[config.mk]
export PLATFORM = sky130hd
export DESIGN_NAME = serial_transmitter
export DESIGN_NICKNAME = d
export VERILOG_FILES = /design/src/rtl/serial_transmitter.sv
export SDC_FILE = /design/constraint.sdc
export NUM_CORES = 1
export LEC_CHECK = 0
export CAP_MARGIN = 5
export CELL_PAD_IN_SITES_DETAIL_PLACEMENT = 1
export CELL_PAD_IN_SITES_GLOBAL_PLACEMENT = 1
export CORE_MARGIN = 3
export CORE_UTILIZATION = 48
export CTS_BUF_LIST = sky130_fd_sc_hd__clkbuf_8
export CTS_CLUSTER_DIAMETER = 100
export DETAILED_ROUTE_END_ITERATION = 16
export PLACE_DENSITY_LB_ADDON = 0.25
export SLEW_MARGIN = 20
export SYNTH_ARGS = -nofsm -noshare
export SYNTH_HDL_FRONTEND = slang
export SYNTH_SLANG_ARGS = --single-unit
[constraint.sdc]
create_clock -name CLK -period 2.4 [get_ports CLK]
set_input_delay 0.48 -clock CLK [delete_from_list [all_inputs] [get_ports CLK]]
set_output_delay 0.48 -clock CLK [all_outputs]
set_load 0.01 [all_outputs]
[src/rtl/serial_transmitter.sv]
// Frame-level serial transmitter: start bit, DATA_BITS payload bits LSB-first, stop bit.
// Bit time set by CLKS_PER_BIT; all outputs registered so the line never glitches.
//
// state | meaning
// IDLE  | line high, Ready=1, waiting for Load
// START | start bit (0) on the line for one bit time
// DATA  | payload bit shiftReg[0] on the line, bitIdx selects position
// STOP  | stop bit (1) on the line, Done in its last cycle
module serial_transmitter #(
   parameter int CLKS_PER_BIT = 16,
   parameter int DATA_BITS    = 8
) (
   input  logic                 CLK,
   input  logic                 RST_N,
   input  logic [DATA_BITS-1:0] DataIN,
   input  logic                 Load,
   output logic                 Ready,
   output logic                 SerialOUT,
   output logic                 Busy,
   output logic                 Done
);

   localparam int CNT_W = (CLKS_PER_BIT > 1) ? $clog2(CLKS_PER_BIT) : 1;
   localparam int IDX_W = (DATA_BITS > 1) ? $clog2(DATA_BITS) : 1;
   localparam logic [CNT_W-1:0] LAST_CNT = CNT_W'(CLKS_PER_BIT - 1);
   localparam logic [IDX_W-1:0] LAST_IDX = IDX_W'(DATA_BITS - 1);
   // With a one-cycle bit time the first stop cycle is also the last one.
   localparam logic DONE_ON_ENTRY = (CLKS_PER_BIT == 1);

   typedef enum logic [1:0] {
      IDLE  = 2'd0,
      START = 2'd1,
      DATA  = 2'd2,
      STOP  = 2'd3
   } txState_e;

   txState_e             state;
   logic [CNT_W-1:0]     bitCnt;
   logic [IDX_W-1:0]     bitIdx;
   logic [DATA_BITS-1:0] shiftReg;

   logic                 bitEnd;
   logic [CNT_W-1:0]     cntInc;
   logic [DATA_BITS-1:0] shiftNext;

   assign bitEnd    = (bitCnt == LAST_CNT);
   assign cntInc    = bitCnt + CNT_W'(1);
   assign shiftNext = shiftReg >> 1;

   always_ff @(posedge CLK or negedge RST_N) begin
      if (!RST_N) begin
         state     <= IDLE;
         bitCnt    <= '0;
         bitIdx    <= '0;
         shiftReg  <= '0;
         SerialOUT <= 1'b1;
         Busy      <= 1'b0;
         Ready     <= 1'b1;
         Done      <= 1'b0;
      end else begin
         Done <= 1'b0;
         case (state)
            IDLE: begin
               bitCnt <= '0;
               bitIdx <= '0;
               if (Load && Ready) begin
                  shiftReg  <= DataIN;
                  SerialOUT <= 1'b0;
                  Busy      <= 1'b1;
                  Ready     <= 1'b0;
                  state     <= START;
               end
            end

            START: begin
               if (bitEnd) begin
                  bitCnt    <= '0;
                  SerialOUT <= shiftReg[0];
                  state     <= DATA;
               end else begin
                  bitCnt <= cntInc;
               end
            end

            DATA: begin
               if (bitEnd) begin
                  bitCnt   <= '0;
                  shiftReg <= shiftNext;
                  if (bitIdx == LAST_IDX) begin
                     bitIdx    <= '0;
                     SerialOUT <= 1'b1;
                     Done      <= DONE_ON_ENTRY;
                     state     <= STOP;
                  end else begin
                     bitIdx    <= bitIdx + IDX_W'(1);
                     SerialOUT <= shiftNext[0];
                  end
               end else begin
                  bitCnt <= cntInc;
               end
            end

            STOP: begin
               if (bitEnd) begin
                  bitCnt    <= '0;
                  SerialOUT <= 1'b1;
                  Busy      <= 1'b0;
                  Ready     <= 1'b1;
                  state     <= IDLE;
               end else begin
                  bitCnt <= cntInc;
                  // Registered, so raise it one edge ahead of the final stop cycle.
                  Done   <= (cntInc == LAST_CNT);
               end
            end

            default: begin
               state     <= IDLE;
               SerialOUT <= 1'b1;
               Busy      <= 1'b0;
               Ready     <= 1'b1;
            end
         endcase
      end
   end

endmodule

==> results.json, run 1 <==
{
  "max_freq_mhz": 473,
  "drive_gt1_share_pct": 21.5,
  "cts-root-buf": "clkbuf_8",
  "postCtsResizedCells": 0,
  "maxCapViolations": 0,
  "clock_sinks": 21,
  "ys_types": 32,
  "post-route-period-util_pct": 88.0,
  "p_per_area_nw_per_um2": 455,
  "drv_slew": 0,
  "grt_pass1_wl_um": 4440,
  "drt-pass1-iter-count": 4,
  "grt_pass1_vias": 932,
  "crit_path_max_fanout": 14,
  "num-fill-cells": 235,
  "portBuffers": 14,
  "gp_congestion": 0.691,
  "cts-buffers-inserted": 3,
  "vias_per_cell": 5.74,
  "worst_hold_slack_ps": 500,
  "hold_violations": 0,
  "tns_ps": 0,
  "top_level_ports": 15,
  "power.leakage_nw": 0.613,
  "drc": 0,
  "final_cell_mix": "dfrtp_1 (19), mux2_2 (14), clkdlybuf4s50_1 (14), o21ai_0 (11)",
  "max-slew-margin-rel_pct": 63.2,
  "cts_setup_buffers": 0,
  "worstPathArrival_ps": 2260,
  "setup_ws_ps": 287,
  "finalWirelength_um": 2680,
  "diodes": 0,
  "core_um2": 2250,
  "path_clk_slew_ps": 80,
  "outcome": "complete, no violations",
  "synth.avg_cell_area_um2": 11.2,
  "r2r_setup_slack_ps": 290,
  "finalNetCount": 141,
  "irDropWorstVdd_uv": 323,
  "netlist_instances": 104,
  "die_y_um": 55.4,
  "end_kind": "flip-flop",
  "cts_hold_buffers": 0,
  "die_w_um": 55.4,
  "hpwl_um": 1950,
  "syn-num-nets": 123,
  "vias": 855,
  "final_common_cell": "dfrtp_1",
  "drtIter0Drc": 17,
  "rows": 17,
  "ys_seq_area_share_pct": 45.1,
  "rsz0062_at_grt": "no",
  "finalSetupViolCount": 0,
  "cts_tree": "yes",
  "initial_core_util_pct": 51.9,
  "clk_latency_ps": 260,
  "syn_area_um2": 1170,
  "grt_max_degree": 22,
  "setup.worst_path.start_class": "flip-flop",
  "antenna_found_initial": 0,
  "skew_ps": 1.84,
  "yosys_warnings": 0,
  "critPathKind": "flip-flop to flip-flop",
  "htreeDepth": 1,
  "grt-ovfl-total": 0,
  "syn2layout_area_growth_pct": 18.4,
  "dp_worst_setup_slack_ps": 285,
  "clk_path_buf_depth": 2,
  "fin_crit_ps": 2110,
  "min_path_type": "flip-flop to flip-flop",
  "synth_seq_cells": 21,
  "dieArea_um2": 3070,
  "grtUsageTotal_pct": 18.5,
  "ant_nets": 0,
  "worstMarginPinSlew_ps": 552,
  "crit_required_ps": 2550,
  "wire_per_inst_um": 18.0
}
-- critical path, cell delays in order (launching register included) --
cell and delay [ps]:
dfrtp_1 410, inv_1 120, ha_1 520, nand4_1 230
a21oi_4 330, mux2_2 380
-- registers in the layout, indices dropped and copies added, names as in the netlist --
register,count
shiftReg,8
bitCnt,4
bitIdx,3
state,2
Busy,1
Done,1
Ready,1
SerialOUT,1
-- power breakdown --
part / internal [mW] / total (mW) / switching (mW) / leakage [nW]
sequential: 0.359 / 0.363 / 0.00318 / 0.260
clock: 0.114 / 0.230 / 0.116 / 0.0269
combinational: 0.0233 / 0.0368 / 0.0135 / 0.325
-- cell usage after synthesis, drive strengths merged --
cell	instances	area, um^2
a211o	1	8.76
a21bo	2	20.0
a21boi	1	7.51
a21oi	9	56.3
a31oi	1	6.26
and3	1	6.26
buf	2	16.3
clkbuf	1	3.75
dfrtp	19	475
dfstp	2	52.6
ha	8	100
inv	6	22.5
mux2	16	184
mux2i	3	30.0
nand2	4	15.0
nand2b	1	6.26
nand3	2	10.0
nand3b	1	7.51
nand4	1	6.26
nand4b	1	8.76
nor2	4	15.0
nor2b	1	6.26
nor3	2	10.0
o21a	1	7.51
o21ai	11	55.1
o221ai	1	15.0
o2bb2ai	1	8.76
xnor2	1	8.76
-- per-stage QoR --
| stage | instances | power [mW] | utilization (%) | instance area (um^2) |
|---|---|---|---|---|
| after floorplan | 104 | 0.377 | - | 1170 |
| after global placement | 145 | 0.405 | 59.4 | 1340 |
| after detailed placement | 145 | 0.407 | 59.4 | 1340 |
| after CTS | 149 | 0.632 | 61.4 | 1390 |
| after global routing | 149 | 0.651 | 61.4 | 1390 |
| final | 149 | 0.630 | 61.4 | 1390 |
-- layout make-up --
class	count	area, um^2	share of cell area, %
clock buffer	3	41.3	2.98
clock inverter	1	3.75	0.271
inverter	6	22.5	1.63
multi-input combinational	74	599	43.3
sequential	21	528	38.1
tap	28	35.0	2.53
timing repair buffer	16	155	11.2
-- worst paths after layout --
check | end | depth (start not counted) | startpoint
min | shiftReg[3] | 1 | shiftReg[3]
min reg2reg | shiftReg[3] | 1 | shiftReg[3]
max reg2reg | shiftReg[0] | 5 | state[0]
max | shiftReg[0] | 5 | state[0]
min in group asynchronous | bitCnt[3] | 2 | RST_N
max in group asynchronous | SerialOUT | 2 | RST_N
-- cells by family after synthesis --
logic type	share of synthesized area, %
compound gates	15.8
fa+ha+maj	8.56
buf+inv	3.64
mux	18.3
xor+xnor	0.749
simple gates	7.81
flops	45.1
-- per-layer routing --
metal,up-vias,global-route usage [%],routed length (um)
met4,0,7.64,52
met1,430,22.2,1200
met2,15,32.1,1350
met3,6,3.50,76
met5,-,0,0
li1,404,-,-
(Power assumes the default switching activity.)
==> inputs of run 2 (changes only) <==
- SKIP_CTS_REPAIR_TIMING: unset -> 1
==> results of run 2 <==
The final DEF is identical to that of run 1; final timing and power are the same.
